==> src/rtl/mult_accumulator.sv <==
`default_nettype none
// ============================================================================
//  Module   : mult_accumulator
//  Purpose  : Sums COUNT consecutive unsigned products taken over a
//             valid/ready handshake and presents each batch sum on a held
//             output handshake (sum-of-products stage behind the 4x4
//             array multiplier).
//  Option   : MULT_ACCUMULATOR_SAT_EN - saturate at 2^ACC_W-1 instead of
//             wrapping; out_ovf is flagged in both builds.
//  Revision : 1.0 - initial release
// ============================================================================
module mult_accumulator #(
  parameter int PROD_W = 8,
  parameter int ACC_W  = 10,
  parameter int COUNT  = 4
) (
  input  logic              clk,
  input  logic              rst,
  input  logic              in_valid,
  output logic              in_ready,
  input  logic [PROD_W-1:0] in_prod,
  input  logic              clear,
  output logic              out_valid,
  input  logic              out_ready,
  output logic [ACC_W-1:0]  out_acc,
  output logic              out_ovf,
  output logic              busy
);

  localparam int              CNT_W    = (COUNT > 1) ? $clog2(COUNT) : 1;
  localparam logic [CNT_W-1:0] CNT_LAST = CNT_W'(COUNT - 1);

  typedef enum logic [0:0] {
    ST_ACC  = 1'b0,
    ST_HOLD = 1'b1
  } state_t;

  state_t             state_q;
  logic [ACC_W-1:0]   acc_q;
  logic [CNT_W-1:0]   cnt_q;
  logic               ovf_q;
  logic               out_valid_q;
  logic [ACC_W-1:0]   out_acc_q;
  logic               out_ovf_q;

  logic [ACC_W:0]     sum_ext;
  logic               carry;
  logic [ACC_W-1:0]   acc_d;
  logic               ovf_d;
  logic [CNT_W-1:0]   cnt_d;
  logic               xfer;

  // Handshake: beats are only taken while gathering and not being cleared.
  assign in_ready = (state_q == ST_ACC) && !clear;
  assign xfer     = in_valid && in_ready;

  // Next accumulator value: one extra bit captures the carry out of the MSB.
  always_comb begin
    sum_ext = {1'b0, acc_q} + {{(ACC_W + 1 - PROD_W){1'b0}}, in_prod};
    carry   = sum_ext[ACC_W];
    ovf_d   = ovf_q | carry;
    cnt_d   = cnt_q + CNT_W'(1);
`ifdef MULT_ACCUMULATOR_SAT_EN
    // Once any carry has happened in this batch the sum stays pinned at max.
    acc_d   = ovf_d ? {ACC_W{1'b1}} : sum_ext[ACC_W-1:0];
`else
    acc_d   = sum_ext[ACC_W-1:0];
`endif
  end

  // Batch FSM: gather COUNT beats in ACC, then hold the result until taken.
  always_ff @(posedge clk) begin
    if (rst) begin
      state_q     <= ST_ACC;
      acc_q       <= '0;
      cnt_q       <= '0;
      ovf_q       <= 1'b0;
      out_valid_q <= 1'b0;
      out_acc_q   <= '0;
      out_ovf_q   <= 1'b0;
    end else begin
      case (state_q)
        ST_ACC: begin
          if (clear) begin
            acc_q <= '0;
            cnt_q <= '0;
            ovf_q <= 1'b0;
          end else if (xfer) begin
            if (cnt_q == CNT_LAST) begin
              out_acc_q   <= acc_d;
              out_ovf_q   <= ovf_d;
              out_valid_q <= 1'b1;
              state_q     <= ST_HOLD;
              acc_q       <= '0;
              cnt_q       <= '0;
              ovf_q       <= 1'b0;
            end else begin
              acc_q <= acc_d;
              ovf_q <= ovf_d;
              cnt_q <= cnt_d;
            end
          end
        end
        ST_HOLD: begin
          // clear is deliberately ignored here: a finished result is never lost.
          if (out_ready) begin
            out_valid_q <= 1'b0;
            state_q     <= ST_ACC;
          end
        end
        default: state_q <= ST_ACC;
      endcase
    end
  end

  assign out_valid = out_valid_q;
  assign out_acc   = out_acc_q;
  assign out_ovf   = out_ovf_q;
  assign busy      = (cnt_q != '0);

endmodule
`default_nettype wire

==> config.mk <==
export PLATFORM = sky130hd
export DESIGN_NAME = mult_accumulator
export DESIGN_NICKNAME = d
export VERILOG_FILES = /design/src/rtl/mult_accumulator.sv
export SDC_FILE = /design/constraint.sdc
export NUM_CORES = 1
export LEC_CHECK = 0
export BUFFER_PORTS_ARGS = -buffer_cell sky130_fd_sc_hd__buf_2
export CELL_PAD_IN_SITES_DETAIL_PLACEMENT = 0
export CELL_PAD_IN_SITES_GLOBAL_PLACEMENT = 1
export CORE_ASPECT_RATIO = 1.1
export CORE_UTILIZATION = 25
export DETAILED_ROUTE_END_ITERATION = 10
export PLACE_DENSITY_LB_ADDON = 0.1
export SETUP_SLACK_MARGIN = 0.1
export SLEW_MARGIN = 25
export SYNTH_ARGS = -nofsm -noshare
export SYNTH_HDL_FRONTEND = slang
export SYNTH_SLANG_ARGS = --single-unit
==> constraint.sdc <==
create_clock -name clk -period 2.27 [get_ports clk]
set_input_delay 0.454 -clock clk [delete_from_list [all_inputs] [get_ports clk]]
set_output_delay 0.454 -clock clk [all_outputs]
set_load 0.1 [all_outputs]
**After elaboration in Yosys (flattened, before gate mapping)**

Index checks and enable logic that the tools add are counted.

- Output and inout bits: 14
- Register bits: 26
- Memory bits (read-only): 0
- Logic and storage cells: 44
- Latch bits: 0
- Input bits: 13
- Memory bits (writable): 0
- Memories: 0

- Order comparisons: 0
- Equal/unequal tests: 5
- Multiplexer cells: 19
- $mul: 0
- Shift operators: 0
- Reductions and logical operators: 8
- Add/sub/neg operators: 2
- Div/mod/pow operators: 0
- Bitwise logic cells: 3

Operators by type and width:

| operator | number |
|---|---|
| $mux 10 | 3 |
| $add 10x8->11 | 1 |
| $mux 1 | 11 |
| $reduce_and 4->1 | 2 |
| $mux 2 | 3 |
| $ne 2x2->1 const B | 3 |
| $pmux 1 s2 | 2 |
| $reduce_bool 2->1 | 2 |
| $add 2x1->2 const B | 1 |
| $eq 2x2->1 const B | 1 |
| $logic_and 1x1->1 | 2 |
| $ne 2x1->1 const B | 1 |
| $not 1->1 | 2 |
| $reduce_and 2->1 | 1 |
| $logic_not 1->1 | 1 |
| $or 1x1->1 | 1 |

**Logic depth before layout (Yosys ltp)**

Gate-level depths: netlist of run 1.

- Depth in word-level cells: 6
- Gate-level depth with buffers: 6

**Least setup slack after synthesis of run 1**

OpenSTA, ideal clock, no wires.

- Path kind: input to register
- From: input clear
- To: register out_ovf_q (netlist: out_ovf)
- Stages on the path: 4
- Library setup time: 0.086 ns
- Data arrival time: 2.395 ns
- Path slack: -0.210 ns
- Cell sequence: nor2_1 -> and3_1 -> nor2_1 -> a211oi_1

- Word-level cells in the longest chain between the ends: 4

RTL lines:

| what | line | source |
|---|---|---|
| from (decl) | 22 | `input logic clear,` |
| $logic_not 1->1 | 54 | `assign in_ready = (state_q == ST_ACC) && !clear;` |
| $logic_and 1x1->1 | 54 |  |
| $logic_and 1x1->1 | 55 | `assign xfer = in_valid && in_ready;` |
| $reduce_and 4->1 (no line) * | -- |  |
| to (signal assigned) | 91 | `out_ovf_q <= ovf_d;` |
| to (decl) | 44 | `logic out_ovf_q;` |

Mark *: on every way between the ends. The rest lies on a longest branch, timed or not.
A chain may end at the register's enable or synchronous reset.

**Final worst setup path of run 1**

- From: register acc_q[0]
- To: register out_ovf_q (netlist: out_ovf)

- Word-level cells in the longest chain between the ends: 2

RTL lines:

| what | line | source |
|---|---|---|
| from (decl) | 39 | `logic [ACC_W-1:0] acc_q;` |
| from (signal assigned) | 75 | `acc_q <= '0;` |
| from (signal assigned) | 85 | `acc_q <= '0;` |
| from (signal assigned) | 94 | `acc_q <= '0;` |
| $add 10x8->11 | 59 | `sum_ext = {1'b0, acc_q} + {{(ACC_W + 1 - PROD_W){1'b0}}, in_prod};` |
| $or 1x1->1 | 61 | `ovf_d = ovf_q \| carry;` |

No other way between the ends.

==> reports/metrics.yaml, run 1 <==
slowest_delay_ps: 460
p_seq_share_pct: 50.0
ios: 27
port-buffer-count: 26
setup_ws_ps: 303.5
synth_common_cells: "dfxtp_1, nand2_1, a21oi_1"
synth-edff-count: 0
worstMarginPinSlew_ps: 473.3
die_x_um: 75.58
p_int_mw: 0.6709
power_density_nw_per_um2: 534.5
cts_resized: 0
yosysMostFrequentCell: "dfxtp_1"
dp_hpwl_um: 2965
first_pass_iters: 4
cts_sinks: 26
start_util_pct: 25.81
finClkSkew_ps: 3.852
start_kind: "register"
drive_gt1_share_pct: 19.61
grt_pass1_vias: 1393
preCtsSetupSlack_ps: 88.13
timing.rr.start: "acc_q[0]"
rrSetupSlack_ps: 300
slowest_stage: "a211oi_1"
fmax_mhz: 508.5
cts_setup_buffers: 0
finalCritPeriodShare_pct: 86.63
hold_path_class: "input pin to register"
die_y_um: 82.94
cap_viol_max_count: 0
dieArea_um2: 6269
worst_r2r_endpoint: "out_ovf"
postRouteAntennaNets: 0
dr_total_vias: 1421
cts_buffers: 3
syn_inst: 179
setup_tns_ps: 0
critPathMostFrequentCell: "a211oi_1"
p_clk_share_pct: 34.6
worstRegToRegCells: 6
synth_warnings: 0
h-tree-depth: 1
drc: 0
path_clk_slew_ps: 100
grt_overflow: 0
async_flop_share_pct: 0
wirelength_um: 3978
cts_tree: "built"
ys_ff_latch: 26
grt_pass1_wl_um: 6996
status: "completed"
hold_viol_final: 0
syn2layout_area_growth_pct: 17.90
avgSynthCellArea_um2: 8.318
avgRoutedWirePerCell_um: 14.16
clockBufferDepth: 2
drt_iter0_drc: 108
crit_chain: "ha_1 > fa_1 > nand3_1 > a211oi_1 > o211ai_1 > a211oi_1"
grt_max_degree: 23
p_leak_nw: 0.7015
synth_top_area_share_pct: 34.96
drv_slew: 0
insertion_delay_ps: 280
synthTopCellsByArea: "dfxtp_1, ha_1, nand2_1"
yosysTopAreaCell: "dfxtp_1"
critPathLaunch: "acc_q[0]"
fp-row-count: 29
syn_area_um2: 1489
crit_type: "register to register"
cp-end-kind: "register"
rsz0062_at_grt: "no"
vias_per_cell: 5.057
switchingPower_mw: 0.2674
relSlewSlack_pct: 68.26
antenna_cells: 0
post_synth_num_cell_types: 42
setup_viol: 0
coreArea_um2: 5769
final_nets: 229
grt_use_total_pct: 14.32
critical_path.endpoint: "out_ovf"
fin_crit_ps: 1967
irDropWorstVdd_mv: 0.2828
syn_nets: 203
path_max_fanout: 5
crit_arrival_ps: 2160
hold_buffers: 0
swShare_pct: 28.50
antenna_found_initial: 0
required_ps: 2470
root_buffer: "clkbuf_8"
pwr-share-comb_pct: 15.4
seq_area_frac_synth_pct: 34.96
synth_flop_cell: "dfxtp_1"
gp_congestion: 0.7367
metal layers:
layer | track usage (%) | up-vias | wire [um]
met5 | 0 | - | 0
met4 | 3.704 | 0 | 51
met3 | 1.942 | 6 | 147
met2 | 23.05 | 31 | 1863
met1 | 19.78 | 675 | 1916
li1 | - | 709 | -
flip-flops by register name, summed over array words and instances (netlist names):
name,cells
ovf_q,1
out_valid,1
out_ovf,1
acc_q,10
out_acc,10
cnt_q,2
state_q,1
worst min path at each step:
stage | startpoint | to | slack, ps | cells after the start
2_1_floorplan | cnt_q[0] | cnt_q[0] | 450 | 2
3_3_place_gp | out_valid | out_valid | 440 | 2
3_5_place_dp | out_acc[0] | out_acc[0] | 450 | 2
4_1_cts | out_ready | state_q | 440 | 3
5_1_grt | out_ready | state_q | 470 | 3
6_report | out_ready | state_q | 440 | 3
area by class of cell:
| type | instances | area (um^2) |
|---|---|---|
| clock buffers | 4 | 55.05 |
| well taps | 77 | 96.34 |
| flip-flops and latches | 26 | 520.5 |
| repair buffers | 31 | 167.7 |
| inverters | 4 | 15.01 |
| multi-input cells | 139 | 900.9 |
| fillers | 622 | 4014 |
metrics by stage:
step                util [%]  total power, mW  std cells  hold WS, ps  cell area (um^2)
floorplan                  -           0.5838        179        448.9              1491
global placement       29.47           0.6241        277        442.6              1700
detailed placement     29.47           0.6253        277        448.3              1700
CTS                    30.43           0.9498        281        444.4              1755
global route           30.43           0.9957        281        465.1              1755
finish                 30.43           0.9383        281        444.5              1755
cell usage in the layout (no fill, tap or decap), drive strengths merged, types with 2 or more instances in the layout:
cell,synthesis,final
or4,3,3
nand2,22,22
a21o,2,2
a22oi,3,3
or3,6,6
a211oi,4,4
o211ai,6,6
nor2,12,12
o22ai,2,2
nand3,7,7
inv,4,4
nor3,5,5
nand2b,3,3
o21ai,9,9
o21a,3,3
xor2,2,2
a21oi,15,15
dfxtp,26,26
ha,10,10
a31oi,2,2
nand3b,6,6
clkbuf,5,4
a32oi,2,2
buf,5,31
kinds of logic (layout without fill, tap and decap cells):
| family | after synthesis | after routing | share of synthesized area [%] |
|---|---|---|---|
| XOR/XNOR | 2 | 2 | 1.177 |
| adder cells (fa/ha/maj) | 11 | 11 | 9.748 |
| AND/OR/NAND/NOR | 73 | 73 | 26.13 |
| flip-flops | 26 | 26 | 34.96 |
| buffers and inverters | 14 | 39 | 4.705 |
| AO/OA/AOI/OAI | 53 | 53 | 23.28 |
worst max-delay path, delay by kind of cell, from the launching register on:
kind / cells / cell delay (ps)
compound gates: 3 / 940
fa+ha+maj: 2 / 450
flops: 1 / 350
simple gates: 1 / 160
power by group through the flow:
stage | Clock (mW) | Combinational [mW] | Sequential, mW
floorplan | 0 | 0.105 | 0.479
global placement | 0 | 0.145 | 0.479
detailed placement | 0 | 0.146 | 0.480
CTS | 0.334 | 0.146 | 0.469
global route | 0.363 | 0.162 | 0.471
finish | 0.325 | 0.144 | 0.469
(Power assumes the default switching activity.)
==> run 2: changes to the inputs <==
CORE_ASPECT_RATIO = 2   (was 1.1)
REMOVE_ABC_BUFFERS = 1   (was unset)
SKIP_CTS_REPAIR_TIMING = 1   (was unset)
==> reports/metrics.yaml, run 2 (synthesis results as in run 1) <==
worstMarginPinSlew_ps: 515.8  # was 473.3 ps
grt_use_total_pct: 14.29  # was 14.32%
hold_viol_final: 0  # unchanged
root_buffer: "clkbuf_16"  # was clkbuf_8
path_max_fanout: 5  # unchanged
irDropWorstVdd_mv: 0.3024  # was 0.2828 mV
syn2layout_area_growth_pct: 18.74  # was 17.90%
dr_total_vias: 1415  # was 1421
cp-end-kind: "register"  # unchanged
start_kind: "register"  # unchanged
rsz0062_at_grt: "no"  # unchanged
switchingPower_mw: 0.2688  # was 0.2674 mW
start_util_pct: 26.08  # was 25.81%
cts_buffers: 3  # unchanged
insertion_delay_ps: 260  # was 280 ps
final_nets: 231  # was 229
antenna_cells: 0  # unchanged
coreArea_um2: 5709  # was 5769 um^2
setup_ws_ps: 340.6  # was 303.5 ps
postRouteAntennaNets: 0  # unchanged
rrSetupSlack_ps: 340  # was 300 ps
wirelength_um: 4242  # was 3978 um
fin_crit_ps: 1929  # was 1967 ps
die_x_um: 56.57  # was 75.58 um
dp_hpwl_um: 3280  # was 2965 um
h-tree-depth: 1  # unchanged
p_clk_share_pct: 39.4  # was 34.6%
slowest_stage: "a211oi_1"  # unchanged
gp_congestion: 0.8358  # was 0.7367
finalCritPeriodShare_pct: 85.00  # was 86.63%
required_ps: 2450  # was 2470 ps
slowest_delay_ps: 470  # was 460 ps
design_area_um2: 1768  # was 1755 um^2
antenna_found_initial: 0  # unchanged
cts_tree: "built"  # unchanged
postPlaceCellArea_um2: 1693  # was 1700 um^2
finClkSkew_ps: 2.861  # was 3.852 ps
drc: 0  # unchanged
cts_sinks: 26  # unchanged
p_leak_nw: 0.7195  # was 0.7015 nW
whs_ps: 450.9  # was 444.5 ps
port-buffer-count: 26  # unchanged
grt_max_degree: 21  # was 23
postLayoutCoreUtil_pct: 30.97  # was 30.43%
power_density_nw_per_um2: 577.5  # was 534.5 nW/um^2
grt_pass1_wl_um: 6927  # was 6996 um
first_pass_iters: 4  # unchanged
drt_iter0_drc: 37  # was 108
swShare_pct: 26.33  # was 28.50%
grt_pass1_vias: 1403  # was 1393
crit_arrival_ps: 2100  # was 2160 ps
relSlewSlack_pct: 65.42  # was 68.26%
total_power_mw: 1.021  # was 0.9383 mW
dieArea_um2: 6287  # was 6269 um^2
pwr-share-comb_pct: 14.7  # was 15.4%
drv_slew: 0  # unchanged
status: "completed"  # unchanged
crit_type: "register to register"  # unchanged
mostFrequentLayoutCells: "dfxtp_1, buf_2, nand2_1"  # unchanged
die_y_um: 111.1  # was 82.94 um
setup_viol: 0  # unchanged
avgRoutedWirePerCell_um: 15.95  # was 14.16 um
grt_overflow: 0  # unchanged
cap_viol_max_count: 0  # unchanged
fmax_mhz: 518.3  # was 508.5 MHz
ios: 27  # unchanged
fill_cells: 606  # was 622
place_inst: 263  # was 277
critPathMostFrequentCell: "a211oi_1"  # unchanged
fp-row-count: 39  # was 29
path_clk_slew_ps: 70  # was 100 ps
drive_gt1_share_pct: 19.51  # was 19.61%
preCtsSetupSlack_ps: 90.16  # was 88.13 ps
clockBufferDepth: 2  # unchanged
vias_per_cell: 5.320  # was 5.057
p_int_mw: 0.7522  # was 0.6709 mW
p_seq_share_pct: 45.9  # was 50.0%
fin_cells: 266  # was 281
hold_path_class: "register to register"  # was input pin to register
crit_chain: "ha_1 > fa_1 > nand3_1 > a211oi_1 > o211ai_1 > a211oi_1"  # unchanged
setup_tns_ps: 0  # unchanged
==> run 2: worst max-delay path: cells and delay by family, from the launching register on <==
kind                       cells  cell delay [ps]
and+or+nand+nor                1              140
adders and majority gates      2              440
DFF                            1              340
AOI/OAI and AO/OA              3              920
==> run 2: worst paths after layout <==
kind | startpoint | cells past startpoint | endpoint
worst max-delay path | acc_q[0] | 6 | out_ovf
worst min-delay path | out_valid | 2 | out_valid
worst max register to register | acc_q[0] | 6 | out_ovf
worst min register to register | out_valid | 2 | out_valid
==> run 2: per-layer routing <==
layer	up-vias	share of wire [%]	GRT usage, %
met5	-	0	0
met4	0	3.7	9.268
met3	11	3.0	2.100
met2	31	53	25.25
met1	662	40	15.11
li1	711	-	-
==> run 2: power by group through the flow <==
stage	Sequential (mW)	Clock, mW	Combinational [mW]
5_1_grt	0.470	0.429	0.166
6_report	0.469	0.402	0.150
4_1_cts	0.469	0.423	0.150
3_3_place_gp	0.479	0	0.148
3_5_place_dp	0.480	0	0.149
2_1_floorplan	0.479	0	0.0928
==> run 2: final cells by class <==
cell class,instances,area (um^2),share of cell area (%)
repair buffers,33,182.7,10.33
multi-input cells,139,898.4,50.81
well taps,61,76.32,4.317
clock buffers,3,75.07,4.246
inverters,4,15.01,0.8493
flip-flops and latches,26,520.5,29.44
